### src/rtl/scs8hd_o2n1a_pipe.sv
// Pipelined multi-lane OR-AND (o211a/o211ai style) with a 2-entry valid/ready
// skid buffer on the result and a saturating hit counter on output transfers.
module scs8hd_o2n1a_pipe #(
    parameter int unsigned WIDTH   = 4,
    parameter int unsigned NUM_OR  = 2,
    parameter int unsigned NUM_AND = 2,
    parameter int unsigned CNT_W   = 8
) (
`ifdef SC_USE_PG_PIN
    input  logic                       vpwr,
    input  logic                       vgnd,
    input  logic                       vpb,
    input  logic                       vnb,
`endif
    input  logic                       CLK,
    input  logic                       RESET,
    input  logic                       IN_VALID,
    output logic                       IN_READY,
    input  logic [NUM_OR*WIDTH-1:0]    A,
    input  logic [NUM_AND*WIDTH-1:0]   B,
    input  logic                       INV,
    output logic                       OUT_VALID,
    input  logic                       OUT_READY,
    output logic [WIDTH-1:0]           X,
    input  logic                       CNT_CLR,
    output logic [CNT_W-1:0]           HIT_CNT
);

    localparam logic [CNT_W-1:0] CNT_MAX = {CNT_W{1'b1}};

    logic [WIDTH-1:0] main_q, main_d;
    logic             main_vld_q, main_vld_d;
    logic [WIDTH-1:0] skid_q, skid_d;
    logic             skid_vld_q, skid_vld_d;
    logic             in_ready_q, in_ready_d;
    logic [CNT_W-1:0] hit_cnt_q, hit_cnt_d;

    logic [WIDTH-1:0] lane_res;
    logic             xfer_in;
    logic             xfer_out;
    logic             hit;

    // Per-lane OR of A terms AND-ed with all B terms, optionally inverted.
    always_comb begin
        logic or_t;
        logic and_t;
        lane_res = '0;
        for (int unsigned i = 0; i < WIDTH; i++) begin
            or_t  = 1'b0;
            and_t = 1'b1;
            for (int unsigned j = 0; j < NUM_OR; j++) begin
                or_t = or_t | A[j*WIDTH + i];
            end
            for (int unsigned k = 0; k < NUM_AND; k++) begin
                and_t = and_t & B[k*WIDTH + i];
            end
            lane_res[i] = (or_t & and_t) ^ INV;
        end
    end

    assign xfer_in  = IN_VALID & in_ready_q;
    assign xfer_out = main_vld_q & OUT_READY;
    assign hit      = xfer_out & (|main_q);

    // Skid-buffer steering; main is zeroed whenever it goes empty so X reads 0.
    always_comb begin
        main_d     = main_q;
        main_vld_d = main_vld_q;
        skid_d     = skid_q;
        skid_vld_d = skid_vld_q;
        if (xfer_out) begin
            if (skid_vld_q) begin
                main_d     = skid_q;
                skid_d     = '0;
                skid_vld_d = 1'b0;
            end else if (xfer_in) begin
                main_d     = lane_res;
            end else begin
                main_d     = '0;
                main_vld_d = 1'b0;
            end
        end else if (xfer_in) begin
            if (!main_vld_q) begin
                main_d     = lane_res;
                main_vld_d = 1'b1;
            end else begin
                skid_d     = lane_res;
                skid_vld_d = 1'b1;
            end
        end
        in_ready_d = !skid_vld_d;
    end

    // Clear has priority over a same-cycle hit; count saturates at all ones.
    always_comb begin
        hit_cnt_d = hit_cnt_q;
        if (CNT_CLR) begin
            hit_cnt_d = '0;
        end else if (hit && (hit_cnt_q != CNT_MAX)) begin
            hit_cnt_d = hit_cnt_q + CNT_W'(1);
        end
    end

    always_ff @(posedge CLK) begin
        if (RESET) begin
            main_q     <= '0;
            main_vld_q <= 1'b0;
            skid_q     <= '0;
            skid_vld_q <= 1'b0;
            in_ready_q <= 1'b0;
            hit_cnt_q  <= '0;
        end else begin
            main_q     <= main_d;
            main_vld_q <= main_vld_d;
            skid_q     <= skid_d;
            skid_vld_q <= skid_vld_d;
            in_ready_q <= in_ready_d;
            hit_cnt_q  <= hit_cnt_d;
        end
    end

    assign IN_READY  = in_ready_q;
    assign OUT_VALID = main_vld_q;
    assign X         = main_q;
    assign HIT_CNT   = hit_cnt_q;

endmodule

### config.mk
export PLATFORM = sky130hd
export DESIGN_NAME = scs8hd_o2n1a_pipe
export DESIGN_NICKNAME = d
export VERILOG_FILES = /design/src/rtl/scs8hd_o2n1a_pipe.sv
export SDC_FILE = /design/constraint.sdc
export NUM_CORES = 1
export LEC_CHECK = 0
export CORE_MARGIN = 2
export CORE_UTILIZATION = 38
export CTS_BUF_LIST = sky130_fd_sc_hd__clkbuf_8 sky130_fd_sc_hd__clkbuf_16
export DETAILED_ROUTE_END_ITERATION = 7
export GPL_TIMING_DRIVEN = 1
export HOLD_SLACK_MARGIN = 0.08
export PLACE_DENSITY = 0.76
export SYNTH_ARGS = -nofsm -noshare
export SYNTH_HDL_FRONTEND = slang
export SYNTH_SLANG_ARGS = --single-unit
### constraint.sdc
create_clock -name CLK -period 1.2 [get_ports CLK]
set_input_delay 0.18 -clock CLK [delete_from_list [all_inputs] [get_ports CLK]]
set_output_delay 0.18 -clock CLK [all_outputs]
set_load 0.03 [all_outputs]
# Word-level counts from Yosys, hierarchy flattened
# Index checks and enable logic that the tools add are counted.
totals:
  output_inout_bits: 14
  elab_cells: 56
  inputBits: 22
  reg_bits: 19
op_classes:
  eq_ne: 5
  n_reduce_logical: 9
  addsub: 1
  n_mux: 16
  n_bitwise: 19
op_table:
  columns: ["operator", "count"]
  rows:
  - ["4-bit 2-to-1 mux", 9]
  - ["1-bit bitwise AND", 11]
  - ["8-bit by 1-bit adder with 8-bit output, second input constant", 1]
  - ["8-bit inequality test, second input constant", 1]
  - ["1-bit 2-to-1 mux", 7]
  - ["2-bit inequality test, second input constant", 3]
  - ["3-bit AND reduction", 2]
  - ["1-bit OR", 4]
  - ["2-bit nonzero test", 2]
  - ["4-bit OR reduction", 1]
  - ["1-bit bitwise XOR", 4]
  - ["2-bit by 1-bit inequality test with 1-bit output, second input constant", 1]
  - ["2-bit AND reduction", 1]
  - ["2-bit OR reduction", 1]
  - ["1-bit logical AND", 1]
  - ["1-bit zero test", 1]

# Depth between registers and ports, before layout
# Gate-level depths: netlist of the first run.
depth:
  ltp_word: 6
  ltp_mapped: 5
  depth_no_buf: 5

# Worst setup path after synthesis of the first run
# Ideal clock, no wire load.
synth_timing:
  path_kind: "flip-flop to flip-flop"
  start: "register hit_cnt_q[2] (netlist: HIT_CNT[2])"
  end: "register hit_cnt_q[7] (netlist: HIT_CNT[7])"
  path_buffers: 0
  arrival_ps: 1509
  setup_ps: 70
  required_time_ps: 1130
  path_stages_with_launch: 5
  setup_slack_ps: -379
  cell_sequence: "dfxtp_1 nand4_2 or2_0 or3_1 a21oi_1"
synth_via:
  elab_chain_len: 2
  elab_cells_between_ends: 3
synth_rtl:
  columns: ["item", "line_no", "source"]
  rows:
  - ["start, declared", "36", "logic [CNT_W-1:0] hit_cnt_q, hit_cnt_d;"]
  - ["start signal, assigned", "118", "hit_cnt_q <= hit_cnt_d;"]
  - ["branches (longest 2 deep; another with 8-bit by 1-bit adder with 8-bit output)", null, null]
# Parallel ways; which one is timed is not known.
# A chain may end at the register's enable or synchronous reset.

# Worst setup path in the final report of the first run
layout_timing:
  start: "register main_q[3] (netlist: X[3])"
  end: "register hit_cnt_q[6] (netlist: HIT_CNT[6])"
layout_via:
  elab_chain_len: 3
layout_rtl:
  columns: ["item", "line_no", "source"]
  rows:
  - ["start, declared", "31", "logic [WIDTH-1:0] main_q, main_d;"]
  - ["start signal, assigned", "113", "main_q <= main_d;"]
  - ["4-bit OR reduction", "63", "assign hit = xfer_out & (|main_q);"]
  - ["1-bit bitwise AND", "63", null]
  - ["1-bit logical AND", "99", "end else if (hit && (hit_cnt_q != CNT_MAX)) begin"]
# Every way passes these cells.

==> flow_summary.yaml, run 1 <==
status:
  status: "finished with violations"
  violations: "negative setup slack"
logic_synthesis:
  syn_area_per_cell_um2: 8.653
  yosys_warnings: 0
  synth.largest_area_cell: "dfxtp_1"
  seq_area_frac_synth_pct: 41.08
  syn_inst: 107
  synth_nets: 130
  synth_cell_type_count: 36
  synth.cell_area_um2: 925.9
  ys_ff_latch: 19
  netlist_top_cells_area: "dfxtp_1 41%, nor2_1 6.1%, xnor2_1 4.7%"
  synth_top_area_share_pct: 41.08
placed_design:
  place_area_um2: 1493
  place_hpwl_um: 2038
  gp_congestion: 0.7544
  io_buffer_count: 35
critical_path:
  crit_path_end_kind: "flip-flop"
  arrival_ns: 1.57
  setup.worst_path.start: "X[3]"
  crit_fanout: 4
  cp-endpoint: "HIT_CNT[6]"
  r2r_slack_ns: -0.22
  crit_required_ns: 1.35
  r2r-end: "HIT_CNT[6]"
  crit_type: "reg -> reg"
  r2r-start: "X[3]"
  cp-start-kind: "flip-flop"
  reg2reg_depth: 5
cells_and_area:
  nFillCells: 176
  final_cell_mix: "38 x buf_4, 19 x clkdlybuf4s50_1, 15 x nor2_1"
  area_growth_syn_to_layout_pct: 79.32
  nets: 191
  antenna_cells: 0
  stdcell_area_um2: 1660
  final_common_cell: "buf_4"
  final_layout_size_suffix_gt1_share_pct: 46.11
die:
  start_util_pct: 41.07
  num_rows: 17
  dieArea_um2: 2847
  num_io_pins: 36
  fp.coreArea_um2: 2255
  die_y_um: 53.36
  die_w_um: 53.36
clock_tree:
  htreeDepth: 1
  clkTransAtPathRegs_ns: 0.07
  cts_root_buffer: "clkbuf_8"
  clock_path_buffers: 2
  cts_tree: "yes"
  cts_sinks: 19
  hold_buffers: 0
  cts_buffers: 3
  clkLatencyLatePin_ns: 0.26
power:
  p_per_area_nw_per_um2: 867.4
  cellLeakagePower_uw: 0.0006844
  ir_worst_vdd_mv: 0.8139
timing:
  setup_viol: 8
  rsz0062_at_grt: "yes"
  fin_tns_setup_ns: -1.351
  drv_slew: 0
  fmax_ghz: 0.7034
  hold_viol: 0
  finalCritPeriodShare_pct: 118.5
  worst_pin_slew_ns: 0.2956
  fin_ws_ns: -0.2218
  period_minus_slack_ns: 1.422
  slew_headroom_pct: 80.04
  skew_ns: 0.003729
global_route:
  grt_start_max_net_pins: 13
  grt_pass1_wl_um: 4243
  antenna_found_initial: 0
  grt_usage_pct: 21.35
  grt_overflow: 0
  grt_pass1_vias: 1014
worst_hold_path:
  hold_path.class: "in -> reg"
detailed_routing:
  vias: 1053
  drt_iter0_markers: 15
  drc: 0
  drtAntennaViolNets: 0
  wirelength_um: 2675
  routedWlPerCell_um: 13.72
  vias_per_cell: 5.400
  drtPass1Iterations: 4
job:
  maxCapViolations: 0
-- kinds of logic after synthesis --
group	after synthesis	synth area share, %
compound gates	32	24.73
xor+xnor	6	5.676
fa+ha+maj	1	1.351
buf+inv	7	2.972
flops	19	41.08
mux	1	1.081
simple gates	41	23.11
-- final cells by class --
class,count,area [µm²],area share (%)
inverter,3,11.26,0.6782
sequential,19,412.9,24.87
clock buffer,3,41.29,2.487
multi-input combinational,81,653.1,39.34
tap,28,35.03,2.110
clock inverter,1,5.005,0.3014
timing repair buffer,60,501.7,30.22
-- power breakdown --
group / internal (µW) / switching (µW) / total (µW) / leakage [µW]
Sequential: 641 / 17.5 / 658 / 0.000162
Clock: 231 / 218 / 449 / 0.0000255
Combinational: 179 / 154 / 333 / 0.000497
-- per-layer routing --
metal  vias up  track usage [%]  wire length (µm)
met4         0            8.974                25
li1        520                -                 -
met3         4            5.085               110
met2        24            42.39              1545
met1       505            20.21               993
met5         -                0                 0
-- cells in the mapped netlist --
library cell / instances
a21oi_1: 4
a221oi_1: 4
a22oi_1: 4
a31oi_1: 2
a41o_1: 1
and2_1: 2
and2_2: 1
and3_1: 2
and3b_1: 1
buf_2: 1
clkbuf_1: 3
dfxtp_1: 19
ha_1: 1
inv_1: 3
mux2i_1: 1
nand2_1: 5
nand3_1: 2
nand4_2: 1
nor2_1: 15
nor3_1: 5
nor3b_1: 1
o2111ai_1: 1
o211a_2: 1
o211ai_1: 4
o211ai_2: 1
o21a_1: 1
o21ai_0: 6
o21ai_1: 1
o311ai_0: 1
o41ai_1: 1
or2_0: 1
or2_2: 1
or3_1: 3
or4_4: 1
xnor2_1: 5
xor2_1: 1
-- sequential cells by signal (all words and copies together) (netlist names) --
name	flops
X	4
OUT_VALID	1
IN_READY	1
skid_vld_q	1
HIT_CNT	8
skid_q	4
-- timing repair --
item,CTS,global route
gates resized for setup,15,14
endpoints found under the setup margin,17,17
pin swaps,6,3
buffers inserted,0,1
-- worst min-delay path by stage --
stage | from | to | slack, ns | depth (start not counted)
5_1_grt | IN_VALID | OUT_VALID | 0.34 | 3
3_3_place_gp | skid_q[1] | skid_q[1] | 0.48 | 2
3_5_place_dp | skid_q[2] | skid_q[2] | 0.50 | 2
2_1_floorplan | RESET | skid_vld_q | 0.26 | 1
6_report | IN_VALID | OUT_VALID | 0.30 | 3
4_1_cts | skid_q[2] | skid_q[2] | 0.54 | 2
-- metrics by stage --
stage | utilization [%] | std cells | hold slack, ns | power [µW] | setup slack, ns
6_report | 73.64 | 195 | 0.3005 | 1440 | -0.2218
4_1_cts | 70.75 | 194 | 0.5359 | 1442 | -0.1929
3_3_place_gp | 66.20 | 190 | 0.4835 | 958.9 | -0.3253
2_1_floorplan | - | 107 | 0.2593 | 810.5 | -0.1952
3_5_place_dp | 66.20 | 190 | 0.4951 | 966.1 | -0.3830
5_1_grt | 73.64 | 195 | 0.3397 | 1500 | -0.2754
-- critical path, stage by stage, from the launching register on --
cell      delay (ns)
dfxtp_2         0.33
or4_4           0.59
buf_4           0.17
nand2_2         0.06
o311ai_1        0.09
o41ai_1         0.08
(Power assumes the default switching activity.)
==> run 2: changes to the inputs <==
--- a/config.mk
+++ b/config.mk
@@ -5,13 +5,14 @@
 export SDC_FILE = /design/constraint.sdc
 export NUM_CORES = 1
 export LEC_CHECK = 0
+export ABC_CLOCK_PERIOD_IN_PS = 1200
 export CORE_MARGIN = 2
 export CORE_UTILIZATION = 38
 export CTS_BUF_LIST = sky130_fd_sc_hd__clkbuf_8 sky130_fd_sc_hd__clkbuf_16
 export DETAILED_ROUTE_END_ITERATION = 7
 export GPL_TIMING_DRIVEN = 1
 export HOLD_SLACK_MARGIN = 0.08
-export PLACE_DENSITY = 0.76
+export PLACE_DENSITY = 0.84
 export SYNTH_ARGS = -nofsm -noshare
 export SYNTH_HDL_FRONTEND = slang
 export SYNTH_SLANG_ARGS = --single-unit
==> flow_summary.yaml, run 2 (synthesis results as in run 1) <==
timing:
  period_minus_slack_ns: 1.393
  hold_slack_ns: 0.3731
  finalCritPeriodShare_pct: 116.1
  slew_headroom_pct: 79.20
  fin_tns_setup_ns: -1.420
  drv_slew: 0
  rsz0062_at_grt: "yes"
  fin_ws_ns: -0.1930
  worst_pin_slew_ns: 0.3097
  fmax_ghz: 0.7179
  skew_ns: 0.001858
  hold_viol: 0
  setup_viol: 10
clock_tree:
  hold_buffers: 0
  cts_root_buffer: "clkbuf_8"
  clkTransAtPathRegs_ns: 0.08
  htreeDepth: 1
  cts_sinks: 19
  cts_buffers: 3
  clkLatencyLatePin_ns: 0.26
  clock_path_buffers: 2
  cts_tree: "yes"
cells_and_area:
  final_cell_mix: "35 x buf_4, 14 x nor2_1, 13 x clkdlybuf4s50_1"
  final_util_pct: 78.41
  nets: 190
  fin_cells: 194
  final_layout_size_suffix_gt1_share_pct: 53.01
  area_growth_syn_to_layout_pct: 90.95
  antenna_cells: 0
  final_common_cell: "buf_4"
  largest_register_ff_count: 8
placed_design:
  placedCellCount: 189
  place_hpwl_um: 2106
  io_buffer_count: 35
  gp_congestion: 0.8210
critical_path:
  cp-start-kind: "flip-flop"
  cpPeakStageDelay_ns: 0.39
  crit_required_ns: 1.38
  crit_fanout: 6
  slowest_stage: "or3_1"
  crit_path_end_kind: "flip-flop"
  reg2reg_depth: 5
  arrival_ns: 1.57
  crit_chain: "ha_4 > nand3_2 > o2111ai_4 > or3_1 > a21oi_1"
  r2r_slack_ns: -0.19
  crit_type: "reg -> reg"
detailed_routing:
  routedWlPerCell_um: 17.35
  vias: 1109
  vias_per_cell: 5.716
  drtAntennaViolNets: 0
  drtPass1Iterations: 4
  wirelength_um: 3365
  drt_iter0_markers: 20
  drc: 0
job:
  maxCapViolations: 0
global_route:
  grt_pass1_wl_um: 4678
  grt_pass1_vias: 1107
  grt_start_max_net_pins: 13
  antenna_found_initial: 0
  grt_overflow: 0
  grt_usage_pct: 22.72
status:
  status: "finished with violations"
  violations: "negative setup slack"
power:
  total_power_uw: 1481
  cellLeakagePower_uw: 0.0007581
  p_per_area_nw_per_um2: 837.7
  ir_worst_vdd_mv: 0.7298
worst_hold_path:
  hold_path.class: "in -> reg"
  worstHoldPathCells: 3
die:
  fp.coreArea_um2: 2255
  num_io_pins: 36
  dieArea_um2: 2847
  start_util_pct: 41.07
  die_w_um: 53.36
  num_rows: 17
  die_y_um: 53.36
==> run 2: path summary, 6_finish.rpt <==
kind,from,to
worst min register to register,skid_q[0],skid_q[0]
worst max-delay path,HIT_CNT[0],HIT_CNT[5]
worst max register to register,HIT_CNT[0],HIT_CNT[5]
worst min-delay path,IN_VALID,OUT_VALID
==> run 2: where the power goes <==
| part | switching [µW] | leakage (µW) | internal [µW] |
|---|---|---|---|
| registers | 18.9 | 0.000161 | 638 |
| logic | 179 | 0.000571 | 183 |
| clock network | 232 | 0.0000255 | 231 |
| total | 429 | 0.000758 | 1050 |
==> run 2: timing repair <==
| action | CTS | global route |
|---|---|---|
| endpoints found under the setup margin | 17 | 16 |
| buffers inserted | 0 | 2 |
| gates resized for setup | 19 | 40 |
| pin swaps | 9 | 15 |
==> run 2: area by class of cell <==
cell class | instances | area, µm²
sequential | 19 | 414.1
tap | 28 | 35.03
clock inverter | 1 | 5.005
clock buffer | 3 | 41.29
fill | 149 | 486.7
multi-input combinational | 81 | 744.5
inverter | 3 | 11.26
timing repair buffer | 59 | 516.7
==> run 2: per-stage QoR <==
stage                     instance area (µm²)  setup WS [ns]
after detailed placement                 1485        -0.4688
after global placement                   1485        -0.3761
after floorplan                         982.2        -0.1952
after CTS                                1598        -0.1949
after global routing                     1768        -0.2226
final                                    1768        -0.1930
==> run 2: worst max-delay path: cells and delay by family (launching register included) <==
kind                     cells  cell delay, ns
adder cells (fa/ha/maj)      1            0.17
flip-flops                   1            0.36
AND/OR/NAND/NOR              2            0.48
AO/OA/AOI/OAI                2            0.31
==> run 2: layer usage <==
layer | GRT usage (%) | wire [µm] | vias up
met3 | 4.520 | 143 | 16
met1 | 21.27 | 1229 | 531
li1 | - | - | 515
met4 | 11.97 | 139 | 0
met5 | 0 | 0 | -
met2 | 44.86 | 1853 | 47
